[config.mk]
export PLATFORM = sky130hd
export DESIGN_NAME = j1_sample_arbiter_flat
export DESIGN_NICKNAME = d
export VERILOG_FILES = /design/src/rtl/j1_sample_arbiter_if.sv /design/src/rtl/j1_sample_arbiter.sv /design/src/flat_wrapper.sv
export SDC_FILE = /design/constraint.sdc
export NUM_CORES = 1
export LEC_CHECK = 0
export ABC_AREA = 0
export BUFFER_PORTS_ARGS = -buffer_cell sky130_fd_sc_hd__buf_4
export CORE_MARGIN = 8
export CORE_UTILIZATION = 52
export CTS_CLUSTER_DIAMETER = 150
export CTS_CLUSTER_SIZE = 30
export DETAILED_ROUTE_END_ITERATION = 8
export GPL_ROUTABILITY_DRIVEN = 0
export PLACE_DENSITY_LB_ADDON = 0.15
export SLEW_MARGIN = 15
export SYNTH_ARGS = -nofsm -noshare
export SYNTH_HDL_FRONTEND = slang
export SYNTH_SLANG_ARGS = --single-unit
[constraint.sdc]
create_clock -name clk -period 3.6 [get_ports clk]
set_input_delay 0.18 -clock clk [delete_from_list [all_inputs] [get_ports clk]]
set_output_delay 0.18 -clock clk [all_outputs]
set_load 0.005 [all_outputs]
[src/rtl/j1_sample_arbiter_if.sv]
// Bus bundle for j1_sample_arbiter: CPU data port, ADC sample stream, data RAM and
// control-register access. The DUT uses the slave modport.
interface j1_sample_arbiter_if #(
  parameter int unsigned WIDTH = 32,
  parameter int unsigned AW    = 13
);
  logic [15:0]      cpu_addr;
  logic             cpu_wr;
  logic             cpu_rd;
  logic [WIDTH-1:0] cpu_dout;
  logic [WIDTH-1:0] cpu_din;

  logic             smp_valid;
  logic [WIDTH-1:0] smp_data;
  logic             smp_ready;

  logic [AW-1:0]    ram_addr;
  logic             ram_we;
  logic [WIDTH-1:0] ram_wdata;
  logic [WIDTH-1:0] ram_rdata;

  logic             io_wr;
  logic [2:0]       io_addr;
  logic [WIDTH-1:0] io_wdata;
  logic [WIDTH-1:0] io_rdata;

  modport slave (
    input  cpu_addr, cpu_wr, cpu_rd, cpu_dout, smp_valid, smp_data, ram_rdata,
    input  io_wr, io_addr, io_wdata,
    output cpu_din, smp_ready, ram_addr, ram_we, ram_wdata, io_rdata
  );

  modport master (
    output cpu_addr, cpu_wr, cpu_rd, cpu_dout, smp_valid, smp_data, ram_rdata,
    output io_wr, io_addr, io_wdata,
    input  cpu_din, smp_ready, ram_addr, ram_we, ram_wdata, io_rdata
  );
endinterface

[src/rtl/j1_sample_arbiter.sv]
// Shares the j1 data RAM between the CPU (absolute priority) and a buffered ADC sample ring.
// Define J1_ARB_OVF_COUNT_EN to build the saturating 16-bit overflow counter (OVF register).
module j1_sample_arbiter #(
  parameter int unsigned WIDTH    = 32,
  parameter int unsigned AW       = 13,
  parameter int unsigned BUF_LOG2 = 2
) (
  input logic                clk,
  input logic                reset,
  j1_sample_arbiter_if.slave bus
);
  localparam int unsigned Depth = 1 << BUF_LOG2;

  logic                en_q, en_d;
  logic [AW-1:0]       base_q, base_d, len_q, len_d, wptr_q, wptr_d;
  logic [BUF_LOG2:0]   rd_ptr_q, rd_ptr_d, wr_ptr_q, wr_ptr_d;
  logic [BUF_LOG2:0]   fill;
  logic [WIDTH-1:0]    fifo_mem [Depth];
  logic [WIDTH-1:0]    fifo_head;
  logic [AW:0]         wptr_inc;
  logic [15:0]         ovf_val;
  logic                cpu_acc, fifo_empty, fifo_full, push, drain;
  logic                ctrl_wr, base_wr, len_wr;

  assign cpu_acc    = bus.cpu_rd | bus.cpu_wr;
  assign fill       = wr_ptr_q - rd_ptr_q;
  assign fifo_empty = (fill == '0);
  assign fifo_full  = (fill == (BUF_LOG2 + 1)'(Depth));
  assign fifo_head  = fifo_mem[rd_ptr_q[BUF_LOG2-1:0]];

  assign ctrl_wr = bus.io_wr && (bus.io_addr == 3'd0);
  assign base_wr = bus.io_wr && (bus.io_addr == 3'd1);
  assign len_wr  = bus.io_wr && (bus.io_addr == 3'd2);

  assign bus.smp_ready = !reset && en_q && (len_q != '0) && !fifo_full;
  assign push          = bus.smp_valid && bus.smp_ready;
  assign drain         = !reset && !cpu_acc && en_q && !fifo_empty;
  assign wptr_inc      = {1'b0, wptr_q} + (AW + 1)'(1);
  assign bus.cpu_din   = bus.ram_rdata;

  always_comb begin
    bus.ram_addr  = base_q + wptr_q;
    bus.ram_we    = drain;
    bus.ram_wdata = fifo_head;
    if (cpu_acc) begin
      bus.ram_addr  = bus.cpu_addr[AW-1:0];
      bus.ram_we    = bus.cpu_wr;
      bus.ram_wdata = bus.cpu_dout;
    end
  end

  always_comb begin
    en_d     = en_q;
    base_d   = base_q;
    len_d    = len_q;
    wptr_d   = wptr_q;
    rd_ptr_d = rd_ptr_q;
    wr_ptr_d = wr_ptr_q;
    if (drain) begin
      rd_ptr_d = rd_ptr_q + (BUF_LOG2 + 1)'(1);
      // ">=" rather than "==" so a LEN shrunk below WPTR wraps on the next drain
      wptr_d   = (wptr_inc >= {1'b0, len_q}) ? '0 : wptr_inc[AW-1:0];
    end
    if (push) wr_ptr_d = wr_ptr_q + (BUF_LOG2 + 1)'(1);
    if (ctrl_wr) begin
      en_d = bus.io_wdata[0];
      if (!bus.io_wdata[0]) begin
        rd_ptr_d = '0;
        wr_ptr_d = '0;
      end else if (!en_q) begin
        wptr_d = '0;
      end
    end
    if (base_wr) base_d = bus.io_wdata[AW-1:0];
    if (len_wr)  len_d  = bus.io_wdata[AW-1:0];
  end

  always_ff @(posedge clk or posedge reset) begin
    if (reset) begin
      en_q     <= 1'b0;
      base_q   <= '0;
      len_q    <= '0;
      wptr_q   <= '0;
      rd_ptr_q <= '0;
      wr_ptr_q <= '0;
    end else begin
      en_q     <= en_d;
      base_q   <= base_d;
      len_q    <= len_d;
      wptr_q   <= wptr_d;
      rd_ptr_q <= rd_ptr_d;
      wr_ptr_q <= wr_ptr_d;
    end
  end

  always_ff @(posedge clk) begin
    if (push) fifo_mem[wr_ptr_q[BUF_LOG2-1:0]] <= bus.smp_data;
  end

`ifdef J1_ARB_OVF_COUNT_EN
  logic [15:0] ovf_q, ovf_d;

  always_comb begin
    ovf_d = ovf_q;
    if (ctrl_wr && bus.io_wdata[1]) begin
      ovf_d = '0;
    end else if (bus.smp_valid && en_q && !bus.smp_ready && (ovf_q != 16'hFFFF)) begin
      ovf_d = ovf_q + 16'd1;
    end
  end

  always_ff @(posedge clk or posedge reset) begin
    if (reset) ovf_q <= '0;
    else       ovf_q <= ovf_d;
  end

  assign ovf_val = ovf_q;
`else
  logic unused_clr;
  assign unused_clr = bus.io_wdata[1];
  assign ovf_val    = '0;
`endif

  always_comb begin
    bus.io_rdata = '0;
    if (!reset) begin
      case (bus.io_addr)
        3'd0:    bus.io_rdata = WIDTH'(en_q);
        3'd1:    bus.io_rdata = WIDTH'(base_q);
        3'd2:    bus.io_rdata = WIDTH'(len_q);
        3'd3:    bus.io_rdata = WIDTH'(wptr_q);
        3'd4:    bus.io_rdata = WIDTH'(ovf_val);
        default: bus.io_rdata = '0;
      endcase
    end
  end

  logic unused_bits;
  assign unused_bits = ^{bus.cpu_addr[15:AW], bus.io_wdata[WIDTH-1:AW]};
endmodule

[src/flat_wrapper.sv]
// flat-port wrapper written by rule: the top's interface ports become plain ports
module j1_sample_arbiter_flat 
#(
  parameter int unsigned WIDTH    = 32,
  parameter int unsigned AW       = 13,
  parameter int unsigned BUF_LOG2 = 2
)
  (clk, reset, bus_cpu_addr, bus_cpu_wr, bus_cpu_rd, bus_cpu_dout, bus_smp_valid, bus_smp_data, bus_ram_rdata, bus_io_wr, bus_io_addr, bus_io_wdata, bus_cpu_din, bus_smp_ready, bus_ram_addr, bus_ram_we, bus_ram_wdata, bus_io_rdata);
  j1_sample_arbiter_if #(.WIDTH(WIDTH), .AW(AW)) bus_i ();
  input logic clk;
  input logic reset;
  input wire logic [$bits(bus_i.cpu_addr)-1:0] bus_cpu_addr;
  input wire logic [$bits(bus_i.cpu_wr)-1:0] bus_cpu_wr;
  input wire logic [$bits(bus_i.cpu_rd)-1:0] bus_cpu_rd;
  input wire logic [$bits(bus_i.cpu_dout)-1:0] bus_cpu_dout;
  input wire logic [$bits(bus_i.smp_valid)-1:0] bus_smp_valid;
  input wire logic [$bits(bus_i.smp_data)-1:0] bus_smp_data;
  input wire logic [$bits(bus_i.ram_rdata)-1:0] bus_ram_rdata;
  input wire logic [$bits(bus_i.io_wr)-1:0] bus_io_wr;
  input wire logic [$bits(bus_i.io_addr)-1:0] bus_io_addr;
  input wire logic [$bits(bus_i.io_wdata)-1:0] bus_io_wdata;
  output wire logic [$bits(bus_i.cpu_din)-1:0] bus_cpu_din;
  output wire logic [$bits(bus_i.smp_ready)-1:0] bus_smp_ready;
  output wire logic [$bits(bus_i.ram_addr)-1:0] bus_ram_addr;
  output wire logic [$bits(bus_i.ram_we)-1:0] bus_ram_we;
  output wire logic [$bits(bus_i.ram_wdata)-1:0] bus_ram_wdata;
  output wire logic [$bits(bus_i.io_rdata)-1:0] bus_io_rdata;
  assign bus_i.cpu_addr = bus_cpu_addr;
  assign bus_i.cpu_wr = bus_cpu_wr;
  assign bus_i.cpu_rd = bus_cpu_rd;
  assign bus_i.cpu_dout = bus_cpu_dout;
  assign bus_i.smp_valid = bus_smp_valid;
  assign bus_i.smp_data = bus_smp_data;
  assign bus_i.ram_rdata = bus_ram_rdata;
  assign bus_i.io_wr = bus_io_wr;
  assign bus_i.io_addr = bus_io_addr;
  assign bus_i.io_wdata = bus_io_wdata;
  assign bus_cpu_din = bus_i.cpu_din;
  assign bus_smp_ready = bus_i.smp_ready;
  assign bus_ram_addr = bus_i.ram_addr;
  assign bus_ram_we = bus_i.ram_we;
  assign bus_ram_wdata = bus_i.ram_wdata;
  assign bus_io_rdata = bus_i.io_rdata;
  j1_sample_arbiter #(.WIDTH(WIDTH), .AW(AW), .BUF_LOG2(BUF_LOG2)) u_core (.clk(clk), .reset(reset), .bus(bus_i));
endmodule
==> impl_metrics.env <==
export IMPL_antenna_cells=0
export IMPL_grt_pass1_wl_mm=36.0
export IMPL_syn_area_per_cell_um2=12.0
export IMPL_cts_sinks=174
export IMPL_vias=6401
export IMPL_hp_class="in -> reg"
export IMPL_path_max_fanout=9
export IMPL_first_global_vias=7006
export IMPL_core_area_um2=17100
export IMPL_nNetsFinal=1103
export IMPL_ys_ff_latch=174
export IMPL_rows=48
export IMPL_yosys_top_cells_area="edfxtp_1 (43%), dfrtp_1 (13%), mux4_2 (8.3%)"
export IMPL_syn_cell_area_um2=8970
export IMPL_critical_path_class="reg -> out"
export IMPL_path_clk_slew_ns=0.07
export IMPL_dieWidth_um=147
export IMPL_syn_instance_count=747
export IMPL_critical_path_arrival_ns=3.10
export IMPL_cts_tree="built"
export IMPL_cts_htree_levels=4
export IMPL_dieArea_um2=21700
export IMPL_fmax_ghz=0.305
export IMPL_drive_above_1_share=0.292
export IMPL_cts_buffers=17
export IMPL_layout_commonest_cell="buf_4"
export IMPL_rsz0062_at_grt="false"
export IMPL_initial_utilization=0.526
export IMPL_synth_top_cell_by_area="edfxtp_1"
export IMPL_viasPerCell=5.55
export IMPL_setup_viol=0
export IMPL_dp_hpwl_mm=15.7
export IMPL_final_cell_mix="buf_4 (173), nand2_1 (167), edfxtp_1 (128)"
export IMPL_ios=264
export IMPL_maxSlewHeadroom=0.310
export IMPL_grt_usage=0.208
export IMPL_dominantRegCellSynth="edfxtp_1"
export IMPL_maxCapViolCount=0
export IMPL_async_flop_share=0.264
export IMPL_finalNonFillerCells=1153
export IMPL_grt_max_degree=57
export IMPL_die_y_um=147
export IMPL_portBuffers=158
export IMPL_clkLatencyLatePin_ns=0.43
export IMPL_power_density_nw_per_um2=526
export IMPL_synth_top_area_share=0.429
export IMPL_ys_warn_count=0
export IMPL_final_fill_count=1287
export IMPL_clock_skew_ns=0.00954
export IMPL_clockRootBuffer="clkbuf_16"
export IMPL_tns_ns=0
export IMPL_fin_crit_ns=3.28
export IMPL_grt_ovfl_total=0
export IMPL_endpoint_kind="output pin"
export IMPL_cts_buffer_depth=2
export IMPL_worstMarginPinSlew_ns=1.03
export IMPL_worstPathRequired_ns=3.42
export IMPL_drtIter0Drc=344
export IMPL_synth_edff_count=128
export IMPL_vdd_ir_drop_max_mv=0.360
export IMPL_finalHoldViolations=0
export IMPL_status="completed"
export IMPL_wire_per_inst_um=19.4
export IMPL_yosysSeqAreaShare=0.557
export IMPL_antenna_found_initial=0
export IMPL_routed_wl_mm=22.4
export IMPL_postRouteAntennaNets=0
export IMPL_drt_pass1_iter_count=5
export IMPL_critPathLaunchType="flip-flop"
export IMPL_p_leak_nw=4.69
export IMPL_synth_distinct_cells=61
export IMPL_drc_errors=0
export IMPL_placed_cells=1077
export IMPL_post_route_period_util=0.911
export IMPL_syn2layout_area_growth_pct=24.6
export IMPL_slew_violations=0
## synthesized netlist by cell type, types with 6 or more instances
cell type  count
a211oi_1       6
a21oi_1        6
a22oi_1       13
buf_2          6
buf_4         53
clkbuf_1      24
dfrtp_1       46
edfxtp_1     128
ha_1          33
inv_1         24
mux2_2        14
mux4_2        33
nand2_1      167
nand3_1       10
nand4_1       10
nor2_1        29
o21ai_0       43
xnor2_1       14
xor2_1        10
## routing by layer
metal | global-route usage | vias up | routed length (µm)
met5 | 0 | - | 0
met1 | 0.230 | 3158 | 8820
met3 | 0.0517 | 51 | 1300
met4 | 0.0908 | 0 | 568
met2 | 0.372 | 227 | 11700
li1 | - | 2965 | -
## per-stage QoR
step / hold WS, ns / power, mW / area (µm²) / setup WS, ns / util
6_report: 0.0358 / 5.87 / 11200 / 0.321 / 0.655
5_1_grt: 0.0244 / 6.16 / 11200 / 0.262 / 0.655
4_1_cts: 0.0163 / 5.92 / 11200 / 0.379 / 0.655
3_5_place_dp: 0.360 / 3.96 / 10100 / 0.552 / 0.592
3_3_place_gp: 0.360 / 3.92 / 10100 / 0.672 / 0.592
2_1_floorplan: 0.279 / 3.48 / 9040 / 0.495 / -
## registers in the layout (all words and copies together), names as in the netlist
signal,cells
u_core.en_q,1
u_core.fifo_mem,128
u_core.rd_ptr_q,3
u_core.len_q,13
u_core.wptr_q,13
u_core.wr_ptr_q,3
u_core.base_q,13
## kinds of logic after synthesis
| family | share of synthesized area |
|---|---|
| AND/OR/NAND/NOR | 0.129 |
| flip-flops | 0.557 |
| buffers and inverters | 0.0699 |
| AO/OA/AOI/OAI | 0.0688 |
| multiplexers | 0.104 |
| adder cells (fa/ha/maj) | 0.0483 |
| XOR/XNOR | 0.0234 |
| other | 0.000418 |
## power by group
group / internal [mW] / switching [mW] / total [mW]
clock network: 1.06 / 0.854 / 1.92
logic: 0.752 / 0.758 / 1.51
registers: 2.33 / 0.121 / 2.45
## timing repair
| item | in CTS | in global routing |
|---|---|---|
| endpoints found under the hold margin | 196 | 0 |
| resized for setup | 0 | 0 |
| endpoints found under the setup margin | 0 | 0 |
| hold buffers | 45 | 0 |
| buffers inserted | 0 | 0 |
## final timing paths
check,to,slack [ns],depth (start not counted),from
setup reg to reg,u_core.wptr_q[2],0.50,12,u_core.wptr_q[1]
hold reg to reg,u_core.base_q[0],0.57,1,u_core.base_q[0]
hold / removal,u_core.base_q[0],0.04,2,bus_io_wdata[0]
setup / recovery,bus_ram_addr[12],0.32,11,u_core.wptr_q[0]
max in group asynchronous,u_core.rd_ptr_q[0],2.84,4,reset
min in group asynchronous,u_core.len_q[9],0.48,4,reset
## cell type report
type / count / area, µm² / share of cell area
Inverter: 24 / 90.1 / 0.00806
Clock inverter: 14 / 198 / 0.0177
Clock buffer: 17 / 425 / 0.0381
Sequential cell: 174 / 5000 / 0.447
Tap cell: 225 / 282 / 0.0252
Multi-Input combinational cell: 481 / 3430 / 0.307
Timing Repair Buffer: 218 / 1750 / 0.157
## worst max-delay path: stages, from the launching register on
cell	delay [ns]
dfrtp_1	0.38
buf_4	0.19
ha_1	0.24
inv_1	0.08
fa_1	0.21
nor2b_1	0.08
o31ai_1	0.41
a21oi_1	0.21
a311oi_1	0.38
xnor2_1	0.19
o21ai_0	0.12
buf_4	0.19
Note: power is estimated with default switching activity, not from simulation.
